==> src/rtl/pc_unit_ras_pkg.sv <==
// rtl/pc_unit_ras_pkg.sv - shared PC-source encodings for the fetch-stage PC unit
package pc_unit_ras_pkg;

    // Next-PC source select; codes 6 and 7 are unused and fall back to sequential fetch.
    typedef enum logic [2:0] {
        PC_DEFAULT = 3'd0,
        PC_IMM     = 3'd1,
        PC_SGN_IMM = 3'd2,
        PC_CALL    = 3'd3,
        PC_RET     = 3'd4,
        PC_REG     = 3'd5
    } pc_src_e;

    localparam int unsigned PC_SRC_W = 3;

endpackage

==> src/rtl/pc_unit_ras_return_address_stack.sv <==
// rtl/pc_unit_ras_return_address_stack.sv - circular return-address stack with overflow/underflow pulses
module return_address_stack #(
    parameter int WIDTH = 16,
    parameter int DEPTH = 4,
    localparam int CW = $clog2(DEPTH + 1),
    localparam int PW = $clog2(DEPTH)
) (
    input  logic             clock,
    input  logic             reset_n,
    input  logic             push,
    input  logic             pop,
    input  logic [WIDTH-1:0] push_data,
    output logic [WIDTH-1:0] pop_data,
    output logic [CW-1:0]    count,
    output logic             overflow,
    output logic             underflow
);

    logic [WIDTH-1:0] r_mem [DEPTH];
    logic [PW-1:0]    r_top;
    logic [CW-1:0]    r_count;
    logic             r_overflow;
    logic             r_underflow;

    logic [PW-1:0]    w_top_inc;
    logic [PW-1:0]    w_top_dec;
    logic             w_full;
    logic             w_empty;

    // Pointer wrap is explicit so non-power-of-two depths stay in range.
    assign w_top_inc = (r_top == PW'(DEPTH - 1)) ? '0 : r_top + PW'(1);
    assign w_top_dec = (r_top == '0) ? PW'(DEPTH - 1) : r_top - PW'(1);
    assign w_full    = (r_count == CW'(DEPTH));
    assign w_empty   = (r_count == '0);

    assign pop_data  = r_mem[r_top];
    assign count     = r_count;
    assign overflow  = r_overflow;
    assign underflow = r_underflow;

    // Entry storage: a push when full lands on the oldest slot, which silently drops it.
    always_ff @(posedge clock) begin
        if (push) begin
            r_mem[w_top_inc] <= push_data;
        end
    end

    // Top pointer, occupancy and one-cycle status pulses.
    always_ff @(posedge clock or negedge reset_n) begin
        if (!reset_n) begin
            r_top       <= '0;
            r_count     <= '0;
            r_overflow  <= 1'b0;
            r_underflow <= 1'b0;
        end else begin
            r_overflow  <= push && w_full;
            r_underflow <= pop && w_empty;
            if (push) begin
                r_top <= w_top_inc;
                if (!w_full) begin
                    r_count <= r_count + CW'(1);
                end
            end else if (pop && !w_empty) begin
                r_top   <= w_top_dec;
                r_count <= r_count - CW'(1);
            end
        end
    end

endmodule

==> src/rtl/pc_unit_ras.sv <==
// rtl/pc_unit_ras.sv - fetch PC register with next-PC select and return-address stack
module pc_unit_ras
    import pc_unit_ras_pkg::*;
#(
    parameter int                  PC_WIDTH     = 16,
    parameter int                  RAS_DEPTH    = 4,
    parameter logic [PC_WIDTH-1:0] RESET_VECTOR = '0,
    parameter logic [PC_WIDTH-1:0] PC_STEP      = PC_WIDTH'(1),
    localparam int                 CW           = $clog2(RAS_DEPTH + 1)
) (
    input  logic                clock,
    input  logic                reset_n,
    input  logic                stall,
    input  logic [2:0]          sig_pc_src,
    input  logic                branch_taken,
    input  logic [PC_WIDTH-1:0] I_TypeImmediate,
    input  logic [PC_WIDTH-1:0] J_TypeImmediate,
    input  logic [PC_WIDTH-1:0] reg_target,
    input  logic [PC_WIDTH-1:0] R7,
    output logic [PC_WIDTH-1:0] PC,
    output logic [CW-1:0]       ras_count,
    output logic                ras_overflow,
    output logic                ras_underflow
);

    logic [PC_WIDTH-1:0] r_pc;
    logic [PC_WIDTH-1:0] w_pc_seq;
    logic [PC_WIDTH-1:0] w_pc_jimm;
    logic [PC_WIDTH-1:0] w_pc_iimm;
    logic [PC_WIDTH-1:0] w_ras_top;
    logic [PC_WIDTH-1:0] w_next_pc;
    logic [CW-1:0]       w_ras_count;
    logic                w_push;
    logic                w_pop;

    // Truncating adds give the modulo-2^PC_WIDTH wrap for free.
    assign w_pc_seq  = r_pc + PC_STEP;
    assign w_pc_jimm = r_pc + J_TypeImmediate;
    assign w_pc_iimm = r_pc + I_TypeImmediate;

    assign w_push = !stall && (sig_pc_src == PC_CALL);
    assign w_pop  = !stall && (sig_pc_src == PC_RET);

    return_address_stack #(
        .WIDTH (PC_WIDTH),
        .DEPTH (RAS_DEPTH)
    ) u_ras (
        .clock     (clock),
        .reset_n   (reset_n),
        .push      (w_push),
        .pop       (w_pop),
        .push_data (w_pc_seq),
        .pop_data  (w_ras_top),
        .count     (w_ras_count),
        .overflow  (ras_overflow),
        .underflow (ras_underflow)
    );

    // Next-PC select; an empty stack falls back to R7 on return.
    always_comb begin
        w_next_pc = w_pc_seq;
        case (pc_src_e'(sig_pc_src))
            PC_IMM:     w_next_pc = w_pc_jimm;
            PC_SGN_IMM: w_next_pc = branch_taken ? w_pc_iimm : w_pc_seq;
            PC_CALL:    w_next_pc = w_pc_jimm;
            PC_RET:     w_next_pc = (w_ras_count == '0) ? R7 : w_ras_top;
            PC_REG:     w_next_pc = reg_target;
            default:    w_next_pc = w_pc_seq;
        endcase
    end

    // Fetch PC register, frozen while stalled.
    always_ff @(posedge clock or negedge reset_n) begin
        if (!reset_n) begin
            r_pc <= RESET_VECTOR;
        end else if (!stall) begin
            r_pc <= w_next_pc;
        end
    end

    assign PC        = r_pc;
    assign ras_count = w_ras_count;

endmodule

==> config.mk <==
export PLATFORM = sky130hd
export DESIGN_NAME = pc_unit_ras
export DESIGN_NICKNAME = d
export VERILOG_FILES = /design/src/rtl/pc_unit_ras_pkg.sv /design/src/rtl/pc_unit_ras_return_address_stack.sv /design/src/rtl/pc_unit_ras.sv
export SDC_FILE = /design/constraint.sdc
export NUM_CORES = 1
export LEC_CHECK = 0
export ABC_AREA = 1
export CELL_PAD_IN_SITES_DETAIL_PLACEMENT = 1
export CELL_PAD_IN_SITES_GLOBAL_PLACEMENT = 2
export CORE_ASPECT_RATIO = 0.9
export CORE_MARGIN = 4
export CORE_UTILIZATION = 32
export DETAILED_ROUTE_END_ITERATION = 8
export PLACE_DENSITY = 0.93
export SYNTH_ARGS = -nofsm -noshare
export SYNTH_HDL_FRONTEND = slang
export SYNTH_SLANG_ARGS = --single-unit
==> constraint.sdc <==
create_clock -name clock -period 2.95 [get_ports clock]
set_input_delay 0.885 -clock clock [delete_from_list [all_inputs] [get_ports clock]]
set_output_delay 0.885 -clock clock [all_outputs]
set_load 0.05 [all_outputs]
After elaboration in Yosys (flattened, before gate mapping)
Memories as Yosys holds them, arrays and structs flattened.
Index checks and enable logic that the tools add are counted.
Widths: inputs -> output; s select.
- muxes and demuxes: 12
- reductions and logical operators: 12
- equality and inequality tests: 8
- $add $sub $neg: 7
- operator list (operator ; count):
    $pmux 16 s4 ; 1
    $add 16x16->16 ; 2
    $mux 16 ; 2
    $add 16x1->16 const B ; 1
    $eq 3x3->1 const B ; 3
    $mux 3 ; 3
    $mux 2 ; 4
    $eq 3x2->1 const B ; 2
    $logic_and 1x1->1 ; 5
    $add 3x1->3 const B ; 1
    $eq 3x1->1 const B ; 1
    $logic_not 3->1 ; 1
    $sub 3x1->3 const B ; 1
    $add 2x1->2 const B ; 1
    $eq 2x2->1 const B ; 1
    $logic_not 1->1 ; 2
    $logic_not 2->1 ; 1
    $mux 1 ; 2
    $ne 2x2->1 const B ; 1
    $reduce_and 2->1 ; 1
    $reduce_bool 2->1 ; 1
    $reduce_or 2->1 ; 1
    $sub 2x1->2 const B ; 1
- word-level logic and storage cells: 45
- register bits after elaboration: 23
- bits in writable memories: 64
- memories kept: 1
- memory list (name ; words ; width ; rd ports ; clocked after Yosys merged registers in ; wr ports ; line ; RTL):
    u_ras.r_mem ; 4 ; 16 ; 1 ; 0 ; 1 ; pc_unit_ras_return_address_stack.sv:19 ; logic [WIDTH-1:0] r_mem [DEPTH];

Longest topological paths before layout
- depth after elaboration: 5
- depth in mapped cells: 15

Cells and area by module
Synthesis repeated with hierarchy kept, for this count alone.
- cell total of the unflattened synthesis: 882
- area total of the unflattened synthesis: 6437.4 µm²
- by module, submodules not included (module ; area an instance (µm²) ; sequential area each (µm²) ; cells an instance ; times used):
    pc_unit_ras ; 3599.7 ; 400.4 ; 664 ; 1
    return_address_stack ; 2837.7 ; 2097.0 ; 218 ; 1

Worst setup path before layout
OpenSTA, ideal clock, no wires.
- kind: input port to flip-flop
- from: input port sig_pc_src[2]
- to: memory u_ras.r_mem[0][0] (enable)
- setup time: 389 ps
- setup slack: 505 ps
- path buffers: 0
- data arrival time: 2057 ps
- cell stages on the path: 5
- path through: inv_2 > nand2_2 > nor3_4 > inv_2 > nor2_1
- word-level cells in the longest chain between the ends: 4
- ends and longest elaborated chain (item ; line ; RTL):
    start, declared ; pc_unit_ras.sv:14 ; input logic [2:0] sig_pc_src,
    $eq 3x2->1 ; pc_unit_ras.sv:41 ; assign w_push = !stall && (sig_pc_src == PC_CALL);
    $logic_and 1x1->1 ; pc_unit_ras.sv:41 ;
    $mux 1 ; pc_unit_ras_return_address_stack.sv:43 ; if (push) begin
    $mux 1 (not written as such) ; pc_unit_ras_return_address_stack.sv:44 ; r_mem[w_top_inc] <= push_data;
    end, declared ; pc_unit_ras_return_address_stack.sv:19 ;
No other way between the ends.

Final worst setup path
- from: register r_pc[11], in the netlist PC[11]
- to: output port PC[11]
- RTL lines (item ; line ; RTL):
    start, declared ; pc_unit_ras.sv:26 ; logic [PC_WIDTH-1:0] r_pc;
    start signal, assigned ; pc_unit_ras.sv:77 ; r_pc <= w_next_pc;
    end, declared ; pc_unit_ras.sv:20 ; output logic [PC_WIDTH-1:0] PC,
No word-level cell between the ends.

==> impl_summary.log <==
[metrics] Iteration-0 DRC Markers: 456
[metrics] post-detailed-route DRC marker count: 0
[metrics] async set-reset flop share out of synthesis: 26.4%
[metrics] Synth cell types: 40
[metrics] Slew @ Worst Pin: 0.859 ns
[metrics] number of instances in the synthesized netlist: 896
[metrics] number of flops mapped to enable cells by yosys: 64
[metrics] CP peak stage delay: 0.89 ns
[metrics] post-place setup slack: -0.185 ns
[metrics] Critical Path RT: 2.07 ns
[metrics] Placement Cell Area: 7990 sq um
[metrics] crit path cell chain: clkdlybuf4s50_1
[metrics] result of the run: complete, no violations
[metrics] cell taking the most area after synthesis: edfxtp_1
[metrics] Die Y: 143 microns
[metrics] largest net degree at the start of global routing: 37
[metrics] sequential element share of the synthesized area: 38.6%
[metrics] post-layout min period: 2.70 ns
[metrics] total non-filler cell area in the finished layout: 8280 sq um
[metrics] final-report setup violation count: 0
[metrics] post-synthesis instance area: 6480 sq um
[metrics] peak supply drop: 0.000290 V
[metrics] startpoint type of the worst setup path: flop
[metrics] leakage power: 3.81 nW
[metrics] GRT Util Overall: 20.2%
[metrics] count of buffers inserted at the top-level ports: 91
[metrics] Placer Congestion: 0.900
[metrics] share of Yosys cell area claimed by the top area cell type: 29.7%
[metrics] Ports: 92
[metrics] maxcap violations: 0
[metrics] maximum operating frequency: 370 MHz
[metrics] most common cell in the netlist: nand2_1
[metrics] H-tree Lvls: 3
[metrics] cells taking the most area after synthesis: edfxtp_1 30%, nand2_1 14%, dfrtp_1 8.9%
[metrics] Reg clk slew, reported paths: 0.06 ns
[metrics] path type of the worst setup path: flop to primary output
[metrics] RSZ-0062 raised after global routing: false
[metrics] clock tree from TritonCTS: built
[metrics] full die area: 22600 sq um
[metrics] antenna violations before repair: 0
[metrics] CP max stage cell: clkdlybuf4s50_1
[metrics] worst-case hold slack: 0.577 ns
[metrics] Post-Syn Area per Cell: 7.23 sq um
[metrics] Max Root-Sink Buffers: 2
[metrics] number of standard-cell rows in the floorplan: 49
[metrics] Relative slew margins: 42.7%
[metrics] CTS hold repair buffers: 0
[metrics] type of destination of the critical path: primary output
[metrics] total overflow reported by the global router: 0
[metrics] class of the tightest hold or removal check: flop to flop
[metrics] Antenna Violating Nets Remaining: 0
[metrics] clock root buffer master: clkbuf_16
[metrics] synth warn: 0
[metrics] setup slack after layout: 0.249 ns
[metrics] Post-layout nets: 1126
[metrics] power density cells: 701 nW/um^2
[metrics] crit path DAT: 1.82 ns
[metrics] total wire length: 22.8 mm
[metrics] Critical Path Fanout Max: 9
[metrics] worst clock skew on the final layout: 0.00926 ns
[metrics] DR pass1 iterations: 5
[metrics] half-perimeter wire length after detailed placement: 17.8 mm
[metrics] wire length of the first global-routing pass: 35.4 mm
[metrics] Final Cycle Share: 91.6%
[metrics] net count after synthesis: 1007
[metrics] total via count after detailed routing: 6483
[metrics] width of the chip: 158 microns
[metrics] per-cell routed wire length: 17.9 microns
[metrics] fraction of final layout cells sized beyond drive strength 1: 7.16%
[metrics] critical path's top delay family: buffers and inverters
[metrics] via count of the first global-routing pass: 6646
[metrics] clock network latency to the later pin of the worst-skew pair: 0.34 ns
[metrics] number of sinks driven by the clock tree: 87
[metrics] core outline area: 19900 sq um
[metrics] Num CTS Buffers: 9
[metrics] max-slew violation count: 0
[metrics] final count of hold timing violations: 0
[metrics] buffers plus inverters on the worst setup path: 1
[metrics] detailed-route vias per instance: 5.08
[metrics] commonest cells in the netlist: 249 x nand2_1, 119 x inv_1, 106 x nor2_1, 70 x o21ai_0, 65 x nand3_1
[metrics] layout overhead on the synthesized area: 27.8%
[metrics] initial core utilization: 32.5%
[metrics] flip-flop and latch count after synthesis: 87
[metrics] top flip-flop cell by instance count after synthesis: edfxtp_1
[metrics] Antenna diodes: 0
## state kept, by name, indices dropped and copies added, names as in the netlist
register and flops:
u_ras.r_mem 64, PC 16, u_ras.count 3, u_ras.r_top 2
u_ras.overflow 1, u_ras.underflow 1
## power breakdown
| part | internal, W | total [W] | switching [W] |
|---|---|---|---|
| clock network | 0.000672 | 0.00114 | 0.000463 |
| registers | 0.00150 | 0.00166 | 0.000159 |
| logic | 0.00105 | 0.00300 | 0.00195 |
## timing repair
item                                    4_1_cts  5_1_grt
resized for setup                             0        1
buffers inserted                              0        0
hold endpoints to repair                      0        0
endpoints found under the setup margin        0        1
## metal layers
layer	part of all wire [%]	vias to the layer above	track usage [%]	routed length, microns
met5	0	-	0	0
met4	1.6	0	4.26	373
met3	4.8	24	3.21	1100
met2	46	162	33.3	10600
met1	47	3109	28.3	10800
li1	-	3188	-	-
## logic make-up after synthesis
logic type / Yosys count / share of synthesized area (%)
simple gates: 465 / 30.4
compound gates: 147 / 12.8
buf+inv: 146 / 8.60
flops: 87 / 38.6
fa+ha+maj: 40 / 8.08
xor+xnor: 10 / 1.35
mux: 1 / 0.232
## worst paths after layout
path                           startpoint             end  slack (ns)  cells past startpoint
setup reg to reg                    PC[0]          PC[14]        0.72                     15
min in group asynchronous         reset_n  u_ras.count[1]        0.91                      2
max in group asynchronous         reset_n          PC[10]        1.77                      2
hold / removal             u_ras.count[0]  u_ras.count[0]        0.58                      1
setup / recovery                   PC[11]          PC[11]        0.25                      1
hold reg to reg            u_ras.count[0]  u_ras.count[0]        0.58                      1
## cells in the final DEF (no fill, tap or decap), types with 3 or more instances in the layout
cell             netlist  routed
nand4_1               13      13
dfrtp_1               23      23
or2_2                  6       6
nand2_1              249     249
buf_4                  0      34
buf_12                 0       6
nand3b_1               6       6
nor2_1               106     106
o21a_1                 3       3
o22a_1                 4       4
clkinv_2               0       3
a21oi_1               41      41
inv_1                119     119
edfxtp_1              64      64
xor2_1                10      10
clkbuf_16              0       9
ha_1                  37      37
nor3_1                 4       4
clkdlybuf4s50_1        0      91
fa_1                   3       3
o21ai_0               70      69
o21bai_1               6       6
o22ai_1                7       7
nand3_1               65      65
o211ai_1               6       6
and2_1                 7       7
inv_2                  4       4
## per-stage QoR
step,util (%),TNS [ns],power [W],cells
finish,41.5,0,0.00580,1275
global route,41.5,0,0.00621,1275
CTS,41.5,0,0.00582,1275
detailed placement,40.1,-0.492,0.00465,1259
global placement,40.1,-0.162,0.00456,1259
floorplan,-,0,0.00355,896
## final cells by class
cell class,instances,area [sq um]
inverter,123,462
multi-input combinational,663,3420
clock buffer,11,243
timing repair buffer,131,1290
sequential,87,2500
fill,2440,11600
clock inverter,5,48.8
tap,255,319
## worst register-to-register path: cells and delay by family (launching register included)
family / cells / cell delay [ns]
and+or+nand+nor: 11 / 0.86
adders and majority gates: 2 / 0.61
DFF: 1 / 0.49
buffers and inverters: 2 / 0.14
Power figures use the tool's default switching activity.
